$ cat config.mk
export PLATFORM = sky130hd
export DESIGN_NAME = phase_seq_monitor
export DESIGN_NICKNAME = d
export VERILOG_FILES = /design/src/rtl/phase_seq_monitor.sv
export SDC_FILE = /design/constraint.sdc
export NUM_CORES = 1
export LEC_CHECK = 0
export BUFFER_PORTS_ARGS = -buffer_cell sky130_fd_sc_hd__buf_2
export CAP_MARGIN = 15
export CORE_MARGIN = 2
export CORE_UTILIZATION = 52
export DETAILED_ROUTE_END_ITERATION = 8
export HOLD_SLACK_MARGIN = 0.15
export PLACE_DENSITY_LB_ADDON = 0.12
export SYNTH_ARGS = -nofsm -noshare
export SYNTH_HDL_FRONTEND = slang
export SYNTH_SLANG_ARGS = --single-unit
export TNS_END_PERCENT = 50
$ cat constraint.sdc
create_clock -name clk -period 1.92 [get_ports clk]
set_input_delay 0.384 -clock clk [delete_from_list [all_inputs] [get_ports clk]]
set_output_delay 0.384 -clock clk [all_outputs]
set_load 0.05 [all_outputs]
$ cat src/rtl/phase_seq_monitor.sv
// phase_seq_monitor
//   Downstream checker for a 4-output pulse divider. Watches the divider's
//   phase bus, verifies the ring order 0->1->2->3->0, counts complete
//   rotations and flags order, collision and stall faults.
//
//   Optional feature macro: PHASE_SEQ_MON_IRQ_EN
//     defined     : irq pulses one cycle when err rises or cycle_cnt wraps
//     not defined : irq is tied to 0 (port list unchanged)
//
// Ports
//   clk        in   1      rising-edge clock
//   reset      in   1      asynchronous, active-low
//   clr        in   1      synchronous clear of fault/count/timer, back to IDLE
//   phase_in   in   4      divider phase bus
//   locked     out  1      1 while tracking the ring
//   err        out  1      sticky fault flag
//   err_code   out  2      first fault: 00 none, 01 order, 10 stall, 11 collision
//   cur_phase  out  2      index of next expected phase
//   cycle_cnt  out  CNT_W  completed rotations (wraps)
//   irq        out  1      one-cycle event pulse
module phase_seq_monitor #(
    parameter int CNT_W   = 16,
    parameter int TO_W    = 10,
    parameter int TIMEOUT = 1023
) (
    input  logic             clk,
    input  logic             reset,
    input  logic             clr,
    input  logic [3:0]       phase_in,
    output logic             locked,
    output logic             err,
    output logic [1:0]       err_code,
    output logic [1:0]       cur_phase,
    output logic [CNT_W-1:0] cycle_cnt,
    output logic             irq
);

    typedef enum logic [1:0] {
        IDLE  = 2'd0,
        TRACK = 2'd1,
        FAULT = 2'd2
    } state_t;

    state_t          state;
    logic [3:0]      prev;
    logic [TO_W-1:0] timer;

    logic [3:0] rise;
    logic       multi;
    logic       hit;
    logic       in_track;
    logic       fault_ev;
    logic       stall_ev;

    assign rise     = phase_in & ~prev;
    // More than one bit set: clearing the lowest set bit leaves something.
    assign multi    = |(rise & (rise - 4'd1));
    // hit can only be true for a one-hot rise, so it never overlaps multi.
    assign hit      = (rise == (4'b0001 << cur_phase));
    assign in_track = (state == TRACK);
    // Any non-zero rise that is not the expected phase is a fault;
    // multi selects collision versus order for the code.
    assign fault_ev = in_track && (rise != 4'b0000) && !hit;
    assign stall_ev = in_track && (rise == 4'b0000) && (timer == TO_W'(TIMEOUT - 1));

    always_ff @(posedge clk or negedge reset) begin
        if (!reset) begin
            state     <= IDLE;
            prev      <= 4'b0000;
            timer     <= '0;
            locked    <= 1'b0;
            err       <= 1'b0;
            err_code  <= 2'b00;
            cur_phase <= 2'd0;
            cycle_cnt <= '0;
        end else begin
            // Edge history always follows the bus, even during clr, so a
            // level held across clr does not produce a stale rise later.
            prev <= phase_in;
            if (clr) begin
                state     <= IDLE;
                timer     <= '0;
                locked    <= 1'b0;
                err       <= 1'b0;
                err_code  <= 2'b00;
                cur_phase <= 2'd0;
                cycle_cnt <= '0;
            end else begin
                case (state)
                    IDLE: begin
                        if (rise == 4'b0001) begin
                            state     <= TRACK;
                            locked    <= 1'b1;
                            cur_phase <= 2'd1;
                            timer     <= '0;
                        end
                    end
                    TRACK: begin
                        if (fault_ev) begin
                            state  <= FAULT;
                            locked <= 1'b0;
                            err    <= 1'b1;
                            if (!err) err_code <= multi ? 2'b11 : 2'b01;
                        end else if (hit) begin
                            cur_phase <= cur_phase + 2'd1;
                            timer     <= '0;
                            if (cur_phase == 2'd3) cycle_cnt <= cycle_cnt + CNT_W'(1);
                        end else if (stall_ev) begin
                            state  <= IDLE;
                            locked <= 1'b0;
                            err    <= 1'b1;
                            timer  <= '0;
                            if (!err) err_code <= 2'b10;
                        end else begin
                            timer <= timer + TO_W'(1);
                        end
                    end
                    default: begin
                        // FAULT: parked until clr, all edges ignored.
                        state  <= FAULT;
                        locked <= 1'b0;
                    end
                endcase
            end
        end
    end

`ifdef PHASE_SEQ_MON_IRQ_EN
    logic wrap_ev;
    logic irq_ev;

    assign wrap_ev = in_track && hit && (cur_phase == 2'd3) && (cycle_cnt == '1);
    // err 0->1 and a wrap in the same cycle merge into one pulse.
    assign irq_ev  = !clr && ((!err && (fault_ev || stall_ev)) || wrap_ev);

    always_ff @(posedge clk or negedge reset) begin
        if (!reset) irq <= 1'b0;
        else        irq <= irq_ev;
    end
`else
    assign irq = 1'b0;
`endif

endmodule

==> results of run 1 <==
how the worst min path moves through the flow:
stage	startpoint	endpoint	cells after the start
after floorplan	reset	cur_phase[0]	0
after global placement	reset	prev[0]	1
after detailed placement	reset	err_code[1]	1
after CTS	phase_in[3]	prev[3]	1
after global routing	phase_in[2]	prev[2]	1
final	phase_in[3]	prev[3]	1
synthesized netlist by cell type, types with 3 or more instances:
cell | count | area share (%)
clkbuf_1 | 5 | 0.81
nor2_1 | 14 | 2.3
ha_1 | 7 | 3.8
nor3_1 | 6 | 1.3
nor4_1 | 7 | 1.9
a21oi_1 | 11 | 2.4
nand4_1 | 12 | 3.3
nor2b_1 | 6 | 1.6
or2_2 | 10 | 2.7
o311ai_0 | 3 | 1.1
dfrtp_1 | 37 | 40
nand3_1 | 13 | 2.8
o31ai_1 | 8 | 2.6
or4_1 | 5 | 1.6
inv_1 | 11 | 1.8
nand2_1 | 10 | 1.6
buf_2 | 4 | 0.87
o211ai_1 | 13 | 4.2
and4_1 | 3 | 1.1
mux2_2 | 6 | 2.9
nor2b_4 | 4 | 2.4
mux2i_1 | 3 | 1.3
kinds of logic after synthesis:
logic type / Yosys count / synth area share, %
mux: 9 / 4.225
xor+xnor: 4 / 3.792
compound gates: 49 / 16.31
simple gates: 101 / 26.27
fa+ha+maj: 8 / 4.225
flops: 37 / 40.09
buf+inv: 24 / 4.930
other cells: 1 / 0.1624
timing repair:
action,in CTS,in global routing
pin swaps,0,1
hold buffers,1,0
cloned,0,1
hold endpoints to repair,18,0
setup endpoints to repair,4,21
buffers inserted,0,2
gates resized for setup,3,8
flip-flops by register name, indices dropped and copies added (netlist names):
name,cells
state,2
cur_phase,2
timer,10
prev,4
err,1
cycle_cnt,16
err_code,2
power breakdown:
part	internal, W	switching, W
Combinational	0.000149	0.000219
Sequential	0.000794	0.0000158
Clock	0.000325	0.000292
Total	0.00127	0.000527
worst reg2reg max path, cell delays in order, from the launching register on:
cell and delay [ns]:
dfrtp_2 0.44, inv_2 0.08, ha_2 0.21, xnor2_4 0.13, nand4_2 0.14, buf_12 0.19
nor4_2 0.26, mux2_2 0.36
per-stage QoR:
step,util (%),setup TNS [ns],hold slack [ns],std cells
6_report,67.36,-0.008626,0.2041,337
5_1_grt,67.36,-0.8131,0.1982,337
4_1_cts,65.68,-0.03440,0.2030,334
3_5_place_dp,62.70,-0.04271,0.3742,325
3_3_place_gp,62.70,0,0.3683,325
2_1_floorplan,-,-0.6737,0.08841,233
per-layer routing:
metal / GRT usage [%] / part of all wire [%] / up-vias / routed length [um]
met5: 0 / 0 / - / 0
met4: 5.660 / 0.81 / 0 / 43
met3: 5.840 / 3.5 / 4 / 183
met2: 31.87 / 46 / 28 / 2445
met1: 32.02 / 49 / 964 / 2612
li1: - / - / 973 / -
area by class of cell:
cell class                 instances  share of cell area [%]
tap                               52                   2.234
inverter                          11                   1.418
clock inverter                     1                  0.1718
clock buffer                       7                   3.308
sequential                        37                   32.04
multi-input combinational        172                   47.42
timing repair buffer              57                   13.40
placed cells by master, fill, tap and decap left out, drive strengths merged, types with 7 or more instances in the layout:
cell	instances
buf	56
dfrtp	37
nor2	14
o211ai	13
nand3	13
nand4	13
inv	11
a21oi	11
nand2	10
or2	10
nor2b	10
o31ai	8
clkbuf	7
nor4	7
ha	7
==> flow_results.xml, run 1 <==
<?xml version="1.0" encoding="UTF-8"?>
<metrics>
  <group name="grt">
    <metric name="gr-total-overflow" unit="">0</metric>
    <metric name="maximum_number_of_pins_on_one_net_before_global_route_repair" unit="">25</metric>
    <metric name="vias_in_the_first_global_route" unit="">1752</metric>
    <metric name="grt.total_usage" unit="%">21.71</metric>
    <metric name="grt_antenna_before_repair" unit="">0</metric>
    <metric name="grt_pass1_wl" unit="mm">8.625</metric>
  </group>
  <group name="setup_path">
    <metric name="rr_startpoint" unit="">cur_phase[1]</metric>
    <metric name="cp-startpoint" unit="">cur_phase[1]</metric>
    <metric name="worstPathRequired" unit="ns">2.10</metric>
    <metric name="worstSetupPathDepth" unit="">7</metric>
    <metric name="r2r_setup_slack" unit="ns">-0.008</metric>
    <metric name="cp_delay_by_family_top" unit="">flip-flops</metric>
    <metric name="timing.critical_path.slowest_cell_delay" unit="ns">0.44</metric>
    <metric name="reg_to_reg_endpoint" unit="">cycle_cnt[15]</metric>
    <metric name="rr_worst_depth" unit="">7</metric>
    <metric name="worstPathCellList" unit="">inv_2 -&gt; ha_2 -&gt; xnor2_4 -&gt; nand4_2 -&gt; buf_12 -&gt; nor4_2 -&gt; mux2_2</metric>
    <metric name="cp-end-kind" unit="">register</metric>
    <metric name="arrival" unit="ns">2.11</metric>
    <metric name="crit_path_end" unit="">cycle_cnt[15]</metric>
    <metric name="crit_path_top_delay_cell" unit="">dfrtp_2</metric>
    <metric name="critical_path_buf_inv_count" unit="">2</metric>
    <metric name="timing.critical_path.fanout_max" unit="">24</metric>
    <metric name="crit_type" unit="">reg2reg</metric>
    <metric name="critical_path.startpoint_type" unit="">register</metric>
  </group>
  <group name="finish">
    <metric name="drive_gt1_share" unit="%">40.00</metric>
    <metric name="insertedDiodeCount" unit="">0</metric>
    <metric name="register_area" unit="um^2">933.4</metric>
    <metric name="non_filler_cell_area_final" unit="um^2">2913</metric>
    <metric name="multiInputGateArea" unit="um^2">1381</metric>
    <metric name="filler_cell_count" unit="">366</metric>
    <metric name="finalNetCount" unit="">298</metric>
    <metric name="syn_to_final_growth" unit="%">26.11</metric>
  </group>
  <group name="synthesis">
    <metric name="netlist_instances" unit="">233</metric>
    <metric name="synth_top_flop_cell" unit="">dfrtp_1</metric>
    <metric name="asyncSetResetFlopFracSynth" unit="%">100.0</metric>
    <metric name="count_of_flip_flops_with_a_built_in_enable_after_synthesis" unit="">0</metric>
    <metric name="synth.yosys.seq_area_share" unit="%">40.09</metric>
    <metric name="synthesis.yosys.warnings" unit="">0</metric>
    <metric name="synthesis.area" unit="um^2">2310</metric>
    <metric name="synth.net_count" unit="">247</metric>
    <metric name="synth.ff_latch_count" unit="">37</metric>
    <metric name="post_synth.cell_area_avg" unit="um^2">9.913</metric>
    <metric name="ys_types" unit="">47</metric>
  </group>
  <group name="routing">
    <metric name="route.antenna.remaining_nets" unit="">0</metric>
    <metric name="vias" unit="">1969</metric>
    <metric name="post_drt_via_cell_ratio" unit="">5.843</metric>
    <metric name="routedWlPerCell" unit="um">15.68</metric>
    <metric name="drt-pass1-iter-count" unit="">4</metric>
    <metric name="drt_drc" unit="">0</metric>
    <metric name="detailedRoute.firstIterationViolations" unit="">109</metric>
    <metric name="postRouteWirelength" unit="mm">5.285</metric>
  </group>
  <group name="cts">
    <metric name="cts-buffers-inserted" unit="">5</metric>
    <metric name="cts-htree-levels" unit="">2</metric>
    <metric name="path_clk_slew" unit="ns">0.08</metric>
    <metric name="tritoncts_clock_tree" unit="">yes</metric>
    <metric name="ctsLongestPathBuffers" unit="">2</metric>
    <metric name="cts.root.buffer_cell" unit="">clkbuf_8</metric>
    <metric name="insertion_delay" unit="ns">0.30</metric>
    <metric name="clock-sinks" unit="">37</metric>
  </group>
  <group name="status">
    <metric name="failed_checks" unit="">setup timing</metric>
    <metric name="outcome" unit="">finished with violations</metric>
  </group>
  <group name="place">
    <metric name="detailedPlacementHpwl" unit="mm">3.607</metric>
    <metric name="place.port_buffers" unit="">28</metric>
    <metric name="place_congestion" unit="">0.8220</metric>
    <metric name="dpl_cell_area" unit="um^2">2711</metric>
    <metric name="dpl_worst_slack" unit="ns">-0.02389</metric>
  </group>
  <group name="pwr">
    <metric name="vdd.ir_drop.worst" unit="V">0.0003682</metric>
    <metric name="total_leakage_power" unit="nW">1.246</metric>
    <metric name="fin_total_pwr" unit="W">0.001795</metric>
    <metric name="power-per-cell-area" unit="nW/um^2">616.2</metric>
  </group>
  <group name="sta">
    <metric name="setup_viol" unit="">2</metric>
    <metric name="fin_worst_skew" unit="ns">0.003379</metric>
    <metric name="period_minus_slack" unit="ns">1.928</metric>
    <metric name="ratio_of_final_minimum_period_to_clock_period" unit="%">100.4</metric>
    <metric name="grt_setup_unrepaired" unit="">yes</metric>
    <metric name="hold_violations" unit="">0</metric>
    <metric name="max_freq" unit="MHz">518.6</metric>
    <metric name="maxSlewViolCount" unit="">0</metric>
    <metric name="fin_ws" unit="ns">-0.008098</metric>
  </group>
  <group name="floorplanning">
    <metric name="floorplan.initialDensity" unit="%">53.41</metric>
    <metric name="core-area" unit="um^2">4324</metric>
    <metric name="floorplan.io_pins" unit="">30</metric>
    <metric name="die-height" unit="um">70.65</metric>
    <metric name="std_cell_rows" unit="">24</metric>
    <metric name="die_w" unit="um">70.65</metric>
    <metric name="die_area" unit="um^2">4991</metric>
  </group>
  <group name="run">
    <metric name="drv.max_cap_violation_count" unit="">0</metric>
  </group>
  <group name="worst_hold_path">
    <metric name="worst_hold_path_type" unit="">in2reg</metric>
  </group>
</metrics>
Note: power is estimated with default switching activity, not from simulation.
==> run 2, diff against run 1 <==
--- a/config.mk
+++ b/config.mk
@@ -12,6 +12,8 @@
 export DETAILED_ROUTE_END_ITERATION = 8
 export HOLD_SLACK_MARGIN = 0.15
 export PLACE_DENSITY_LB_ADDON = 0.12
+export SETUP_SLACK_MARGIN = 0.5
+export SKIP_CTS_REPAIR_TIMING = 1
 export SYNTH_ARGS = -nofsm -noshare
 export SYNTH_HDL_FRONTEND = slang
 export SYNTH_SLANG_ARGS = --single-unit
==> run 2 against run 1 <==
  * The run still ends with setup timing left
  * Hold slack is essentially flat
  * Critical path depth is the same
  * Register-to-register slack lost 0.04 ns
  * Maximum frequency shrank 2.2%
  * Largest cell class unchanged
  * Largest power group unchanged
==> flow_results.xml, run 2 (same netlist as run 1, synthesis figures left out) <==
<?xml version="1.0" encoding="UTF-8"?>
<metrics>
  <group name="sta">
    <metric name="period_minus_slack" unit="ns">1.971</metric>
    <metric name="fin_worst_skew" unit="ns">0.005024</metric>
    <metric name="grt_setup_unrepaired" unit="">yes</metric>
    <metric name="tightest_slew" unit="ns">0.5942</metric>
    <metric name="max_freq" unit="MHz">507.4</metric>
    <metric name="maxSlewHeadroom" unit="%">60.39</metric>
    <metric name="maxSlewViolCount" unit="">0</metric>
    <metric name="ratio_of_final_minimum_period_to_clock_period" unit="%">102.6</metric>
    <metric name="hold_violations" unit="">0</metric>
    <metric name="setup_viol" unit="">3</metric>
    <metric name="fin_ws" unit="ns">-0.05075</metric>
  </group>
  <group name="finish">
    <metric name="layout.cells.most_common_list" unit="">31 x dfrtp_1, 25 x buf_4, 24 x buf_2, 13 x o211ai_1</metric>
    <metric name="layout_commonest_cell" unit="">dfrtp_1</metric>
    <metric name="register_area" unit="um^2">933.4</metric>
    <metric name="drive_gt1_share" unit="%">42.56</metric>
    <metric name="multiInputGateArea" unit="um^2">1440</metric>
    <metric name="finalNetCount" unit="">302</metric>
    <metric name="largest_registers" unit="">cycle_cnt (16), timer (10), prev (4)</metric>
    <metric name="final-instance-count-excl-fill" unit="">341</metric>
    <metric name="filler_cell_count" unit="">331</metric>
    <metric name="utilization" unit="%">70.66</metric>
    <metric name="insertedDiodeCount" unit="">0</metric>
    <metric name="number_of_flip_flops_in_the_largest_register" unit="">16</metric>
    <metric name="syn_to_final_growth" unit="%">32.29</metric>
    <metric name="most_flops_register" unit="">cycle_cnt</metric>
  </group>
  <group name="floorplanning">
    <metric name="die_w" unit="um">70.65</metric>
    <metric name="floorplan.io_pins" unit="">30</metric>
    <metric name="std_cell_rows" unit="">24</metric>
    <metric name="die_area" unit="um^2">4991</metric>
    <metric name="core-area" unit="um^2">4324</metric>
    <metric name="floorplan.initialDensity" unit="%">53.41</metric>
    <metric name="die-height" unit="um">70.65</metric>
  </group>
  <group name="cts">
    <metric name="tritoncts_clock_tree" unit="">yes</metric>
    <metric name="clock-sinks" unit="">37</metric>
    <metric name="cts-htree-levels" unit="">2</metric>
    <metric name="cts.root.buffer_cell" unit="">clkbuf_8</metric>
    <metric name="cts-buffers-inserted" unit="">5</metric>
    <metric name="insertion_delay" unit="ns">0.30</metric>
    <metric name="path_clk_slew" unit="ns">0.08</metric>
    <metric name="ctsLongestPathBuffers" unit="">2</metric>
  </group>
  <group name="setup_path">
    <metric name="timing.critical_path.fanout_max" unit="">24</metric>
    <metric name="arrival" unit="ns">2.16</metric>
    <metric name="worstPathRequired" unit="ns">2.11</metric>
    <metric name="rr_worst_depth" unit="">7</metric>
    <metric name="cp-end-kind" unit="">register</metric>
    <metric name="crit_type" unit="">reg2reg</metric>
    <metric name="critical_path.startpoint_type" unit="">register</metric>
  </group>
  <group name="routing">
    <metric name="post_drt_via_cell_ratio" unit="">5.880</metric>
    <metric name="vias" unit="">2005</metric>
    <metric name="detailedRoute.firstIterationViolations" unit="">85</metric>
    <metric name="drt_drc" unit="">0</metric>
    <metric name="postRouteWirelength" unit="mm">5.575</metric>
    <metric name="drt-pass1-iter-count" unit="">4</metric>
    <metric name="routedWlPerCell" unit="um">16.35</metric>
    <metric name="route.antenna.remaining_nets" unit="">0</metric>
  </group>
  <group name="pwr">
    <metric name="total_leakage_power" unit="nW">1.267</metric>
    <metric name="vdd.ir_drop.worst" unit="V">0.0004628</metric>
    <metric name="power-per-cell-area" unit="nW/um^2">629.2</metric>
  </group>
  <group name="status">
    <metric name="failed_checks" unit="">setup timing</metric>
    <metric name="outcome" unit="">finished with violations</metric>
  </group>
  <group name="run">
    <metric name="drv.max_cap_violation_count" unit="">0</metric>
  </group>
  <group name="grt">
    <metric name="gr-total-overflow" unit="">0</metric>
    <metric name="grt.total_usage" unit="%">22.26</metric>
    <metric name="maximum_number_of_pins_on_one_net_before_global_route_repair" unit="">27</metric>
    <metric name="grt_antenna_before_repair" unit="">0</metric>
    <metric name="vias_in_the_first_global_route" unit="">1895</metric>
    <metric name="grt_pass1_wl" unit="mm">8.832</metric>
  </group>
  <group name="place">
    <metric name="detailedPlacementHpwl" unit="mm">3.648</metric>
    <metric name="place.port_buffers" unit="">28</metric>
    <metric name="place_congestion" unit="">0.8286</metric>
    <metric name="post-place-cells" unit="">327</metric>
  </group>
  <group name="worst_hold_path">
    <metric name="whs_path_depth" unit="">1</metric>
    <metric name="worst_hold_path_type" unit="">in2reg</metric>
  </group>
</metrics>
## run 2: cell types whose count changed in the layout (fill, tap and decap cells not counted), sizes merged
cell,before,now
clkbuf,7,11
buf,56,55
bufinv,0,1
clkinv,1,0
clkinvlp,0,1
## run 2: routing by layer
metal  vias to the layer above  share of wire, %  GRT usage, %
li1                        984                 -             -
met1                       975                46         30.56
met2                        42                49         34.70
met3                         4               3.8         6.125
met4                         0              0.81         6.709
met5                         -                 0             0
## run 2: critical path, cell delays in order (launching register included)
cell and delay (ns):
dfrtp_2 0.45, inv_2 0.09, ha_4 0.18, xnor2_4 0.17, nand4_2 0.15, buf_12 0.18
nor4_2 0.25, mux2_2 0.37
## run 2: cell type report
class	count	share of cell area, %
well taps	52	2.129
clock buffers	6	2.703
flip-flops and latches	37	30.55
multi-input cells	172	47.13
repair buffers	61	14.82
inverters	11	1.433
clock inverters	2	1.229
## run 2: through the flow
stage / TNS, ns / setup WS, ns / instance area [um^2] / total power (W) / hold slack, ns
2_1_floorplan: -0.6742 / -0.1333 / 2372 / 0.001044 / 0.08841
3_3_place_gp: -0.1474 / -0.04012 / 2714 / 0.001146 / 0.4260
3_5_place_dp: -0.3931 / -0.05246 / 2714 / 0.001150 / 0.4174
4_1_cts: -0.7192 / -0.09031 / 2834 / 0.001869 / 0.09233
5_1_grt: -1.211 / -0.1418 / 3055 / 0.002000 / 0.1978
6_report: -0.08838 / -0.05075 / 3055 / 0.001922 / 0.2039
## run 2: worst paths after layout
check	start	to	slack, ns
max in group asynchronous	reset	cycle_cnt[4]	0.75
min	phase_in[1]	prev[1]	0.20
min in group asynchronous	reset	state[1]	0.62
min reg2reg	err_code[0]	err_code[0]	0.56
max	cur_phase[1]	cycle_cnt[15]	-0.05
max reg2reg	cur_phase[1]	cycle_cnt[15]	-0.05
## run 2: power by group
part | switching (W) | leakage, nW | internal [W]
registers | 0.0000207 | 0.496 | 0.000794
clock network | 0.000300 | 0.0574 | 0.000422
logic | 0.000224 | 0.714 | 0.000162
==> run 3, diff against run 2 <==
--- a/config.mk
+++ b/config.mk
@@ -12,6 +12,7 @@
 export DETAILED_ROUTE_END_ITERATION = 8
 export HOLD_SLACK_MARGIN = 0.15
 export PLACE_DENSITY_LB_ADDON = 0.12
+export RECOVER_POWER = 100
 export SETUP_SLACK_MARGIN = 0.5
 export SKIP_CTS_REPAIR_TIMING = 1
 export SYNTH_ARGS = -nofsm -noshare
==> run 3 against run 2 <==
  * Die area unchanged
  * Largest power group unchanged
  * The run still ends with setup timing left
  * Sequential share of layout area increased by 0.33 points
  * Via count grew 0.30%
  * Clock skew down 0.00065 ns
  * Hold slack about the same
  * Utilization is 0.75 points lower
  * Non-clock buffer count did not move
  * First-iteration DRC count grew 14%
  * Wire length fell by 0.32%
  * Final cell count did not move
  * Critical path depth is the same
  * Final area is 1.1% lower
==> flow_results.xml, run 3 (same netlist as run 1, synthesis figures left out) <==
<?xml version="1.0" encoding="UTF-8"?>
<metrics>
  <group name="status">
    <metric name="outcome" unit="">finished with violations</metric>
    <metric name="failed_checks" unit="">setup timing</metric>
  </group>
  <group name="finish">
    <metric name="register_area" unit="um^2">933.4</metric>
    <metric name="most_flops_register" unit="">cycle_cnt</metric>
    <metric name="utilization" unit="%">69.91</metric>
    <metric name="multiInputGateArea" unit="um^2">1440</metric>
    <metric name="number_of_flip_flops_in_the_largest_register" unit="">16</metric>
    <metric name="layout_commonest_cell" unit="">dfrtp_1</metric>
    <metric name="insertedDiodeCount" unit="">0</metric>
    <metric name="layout.cells.most_common_list" unit="">31 x dfrtp_1, 22 x buf_4, 18 x clkbuf_1, 13 x o211ai_1</metric>
    <metric name="syn_to_final_growth" unit="%">30.88</metric>
    <metric name="non_filler_cell_area_final" unit="um^2">3023</metric>
    <metric name="largest_registers" unit="">cycle_cnt (16), timer (10), prev (4)</metric>
    <metric name="filler_cell_count" unit="">334</metric>
    <metric name="finalNetCount" unit="">302</metric>
    <metric name="drive_gt1_share" unit="%">36.33</metric>
  </group>
  <group name="floorplanning">
    <metric name="floorplan.initialDensity" unit="%">53.41</metric>
    <metric name="core-area" unit="um^2">4324</metric>
    <metric name="std_cell_rows" unit="">24</metric>
    <metric name="die_area" unit="um^2">4991</metric>
    <metric name="floorplan.io_pins" unit="">30</metric>
    <metric name="die_w" unit="um">70.65</metric>
    <metric name="die-height" unit="um">70.65</metric>
  </group>
  <group name="cts">
    <metric name="cts.root.buffer_cell" unit="">clkbuf_8</metric>
    <metric name="insertion_delay" unit="ns">0.30</metric>
    <metric name="cts-buffers-inserted" unit="">5</metric>
    <metric name="path_clk_slew" unit="ns">0.08</metric>
    <metric name="ctsLongestPathBuffers" unit="">2</metric>
    <metric name="tritoncts_clock_tree" unit="">yes</metric>
    <metric name="clock-sinks" unit="">37</metric>
    <metric name="cts-htree-levels" unit="">2</metric>
  </group>
  <group name="setup_path">
    <metric name="r2r_setup_slack" unit="ns">-0.05</metric>
    <metric name="worstPathCellList" unit="">inv_2 -&gt; ha_4 -&gt; xnor2_4 -&gt; nand4_2 -&gt; buf_12 -&gt; nor4_2 -&gt; mux2_2</metric>
    <metric name="critical_path.startpoint_type" unit="">register</metric>
    <metric name="timing.critical_path.fanout_max" unit="">24</metric>
    <metric name="cp-startpoint" unit="">cur_phase[1]</metric>
    <metric name="rr_worst_depth" unit="">7</metric>
    <metric name="critical_path_buf_inv_count" unit="">2</metric>
    <metric name="crit_path_top_delay_cell" unit="">dfrtp_2</metric>
    <metric name="timing.critical_path.slowest_cell_delay" unit="ns">0.45</metric>
    <metric name="arrival" unit="ns">2.16</metric>
    <metric name="rr_startpoint" unit="">cur_phase[1]</metric>
    <metric name="reg_to_reg_endpoint" unit="">cycle_cnt[15]</metric>
    <metric name="crit_type" unit="">reg2reg</metric>
    <metric name="cp-end-kind" unit="">register</metric>
    <metric name="worstPathRequired" unit="ns">2.11</metric>
    <metric name="cp_delay_by_family_top" unit="">flip-flops</metric>
  </group>
  <group name="grt">
    <metric name="grt.total_usage" unit="%">22.26</metric>
    <metric name="grt_antenna_before_repair" unit="">0</metric>
    <metric name="vias_in_the_first_global_route" unit="">1895</metric>
    <metric name="grt_pass1_wl" unit="mm">8.832</metric>
    <metric name="gr-total-overflow" unit="">0</metric>
    <metric name="maximum_number_of_pins_on_one_net_before_global_route_repair" unit="">27</metric>
  </group>
  <group name="sta">
    <metric name="maxSlewViolCount" unit="">0</metric>
    <metric name="fin_worst_skew" unit="ns">0.004369</metric>
    <metric name="setup_viol" unit="">3</metric>
    <metric name="tightest_slew" unit="ns">0.6529</metric>
    <metric name="post_route_hold_slack" unit="ns">0.2038</metric>
    <metric name="grt_setup_unrepaired" unit="">yes</metric>
    <metric name="max_freq" unit="MHz">507.7</metric>
    <metric name="period_minus_slack" unit="ns">1.970</metric>
    <metric name="ratio_of_final_minimum_period_to_clock_period" unit="%">102.6</metric>
    <metric name="fin_ws" unit="ns">-0.04954</metric>
    <metric name="maxSlewHeadroom" unit="%">56.48</metric>
    <metric name="hold_violations" unit="">0</metric>
  </group>
  <group name="routing">
    <metric name="detailedRoute.firstIterationViolations" unit="">97</metric>
    <metric name="post_drt_via_cell_ratio" unit="">5.897</metric>
    <metric name="routedWlPerCell" unit="um">16.30</metric>
    <metric name="postRouteWirelength" unit="mm">5.557</metric>
    <metric name="drt_drc" unit="">0</metric>
    <metric name="drt-pass1-iter-count" unit="">4</metric>
    <metric name="vias" unit="">2011</metric>
    <metric name="route.antenna.remaining_nets" unit="">0</metric>
  </group>
  <group name="place">
    <metric name="dpl_cell_area" unit="um^2">2714</metric>
    <metric name="place.port_buffers" unit="">28</metric>
    <metric name="place_congestion" unit="">0.8286</metric>
    <metric name="detailedPlacementHpwl" unit="mm">3.648</metric>
  </group>
  <group name="pwr">
    <metric name="fin_total_pwr" unit="W">0.001918</metric>
    <metric name="total_leakage_power" unit="nW">1.191</metric>
    <metric name="vdd.ir_drop.worst" unit="V">0.0004638</metric>
    <metric name="power-per-cell-area" unit="nW/um^2">634.6</metric>
  </group>
  <group name="worst_hold_path">
    <metric name="whs_path_depth" unit="">1</metric>
    <metric name="min_delay_worst_endpoint" unit="">prev[1]</metric>
    <metric name="worst_hold_path_type" unit="">in2reg</metric>
    <metric name="min_from" unit="">phase_in[1]</metric>
  </group>
  <group name="run">
    <metric name="drv.max_cap_violation_count" unit="">0</metric>
  </group>
</metrics>
## run 3: cell types whose count changed in the layout (fill, tap and decap cells not counted)
cell | before | now
clkbuf_1 | 0 | 18
buf_2 | 24 | 9
buf_4 | 25 | 22
clkbuf_2 | 0 | 1
clkbuf_4 | 4 | 3
## run 3: final cells by class
type                            count  area share, %
Timing Repair Buffer               61          13.91
Multi-Input combinational cell    172          47.64
Clock inverter                      2          1.242
Inverter                           11          1.449
Tap cell                           52          2.152
Clock buffer                        6          2.732
Sequential cell                    37          30.88
## run 3: worst max path at each step
stage / to / depth (start not counted) / slack (ns)
floorplan: cycle_cnt[15] / 7 / -0.13
global placement: timer[7] / 7 / -0.04
detailed placement: timer[8] / 7 / -0.05
CTS: timer[7] / 7 / -0.09
global route: cycle_cnt[5] / 7 / -0.14
finish: cycle_cnt[15] / 7 / -0.05
## run 3: where the power goes
group | total, W | internal (W) | switching, W
logic | 0.000381 | 0.000158 | 0.000223
clock network | 0.000722 | 0.000422 | 0.000300
registers | 0.000815 | 0.000794 | 0.0000209
total | 0.00192 | 0.00137 | 0.000544
## run 3: routing by layer
layer	up-vias	share of wire (%)	global-route usage [%]
met5	-	0	0
met4	0	1.4	6.709
met3	9	4.0	6.125
met2	41	49	34.70
met1	978	45	30.56
li1	983	-	-
## run 3: per-stage QoR
stage	TNS [ns]	instances	setup WS [ns]
finish	-0.08633	341	-0.04954
global route	-1.211	341	-0.1418
CTS	-0.7192	335	-0.09031
detailed placement	-0.3931	327	-0.05246
global placement	-0.1474	327	-0.04012
floorplan	-0.6742	233	-0.1333
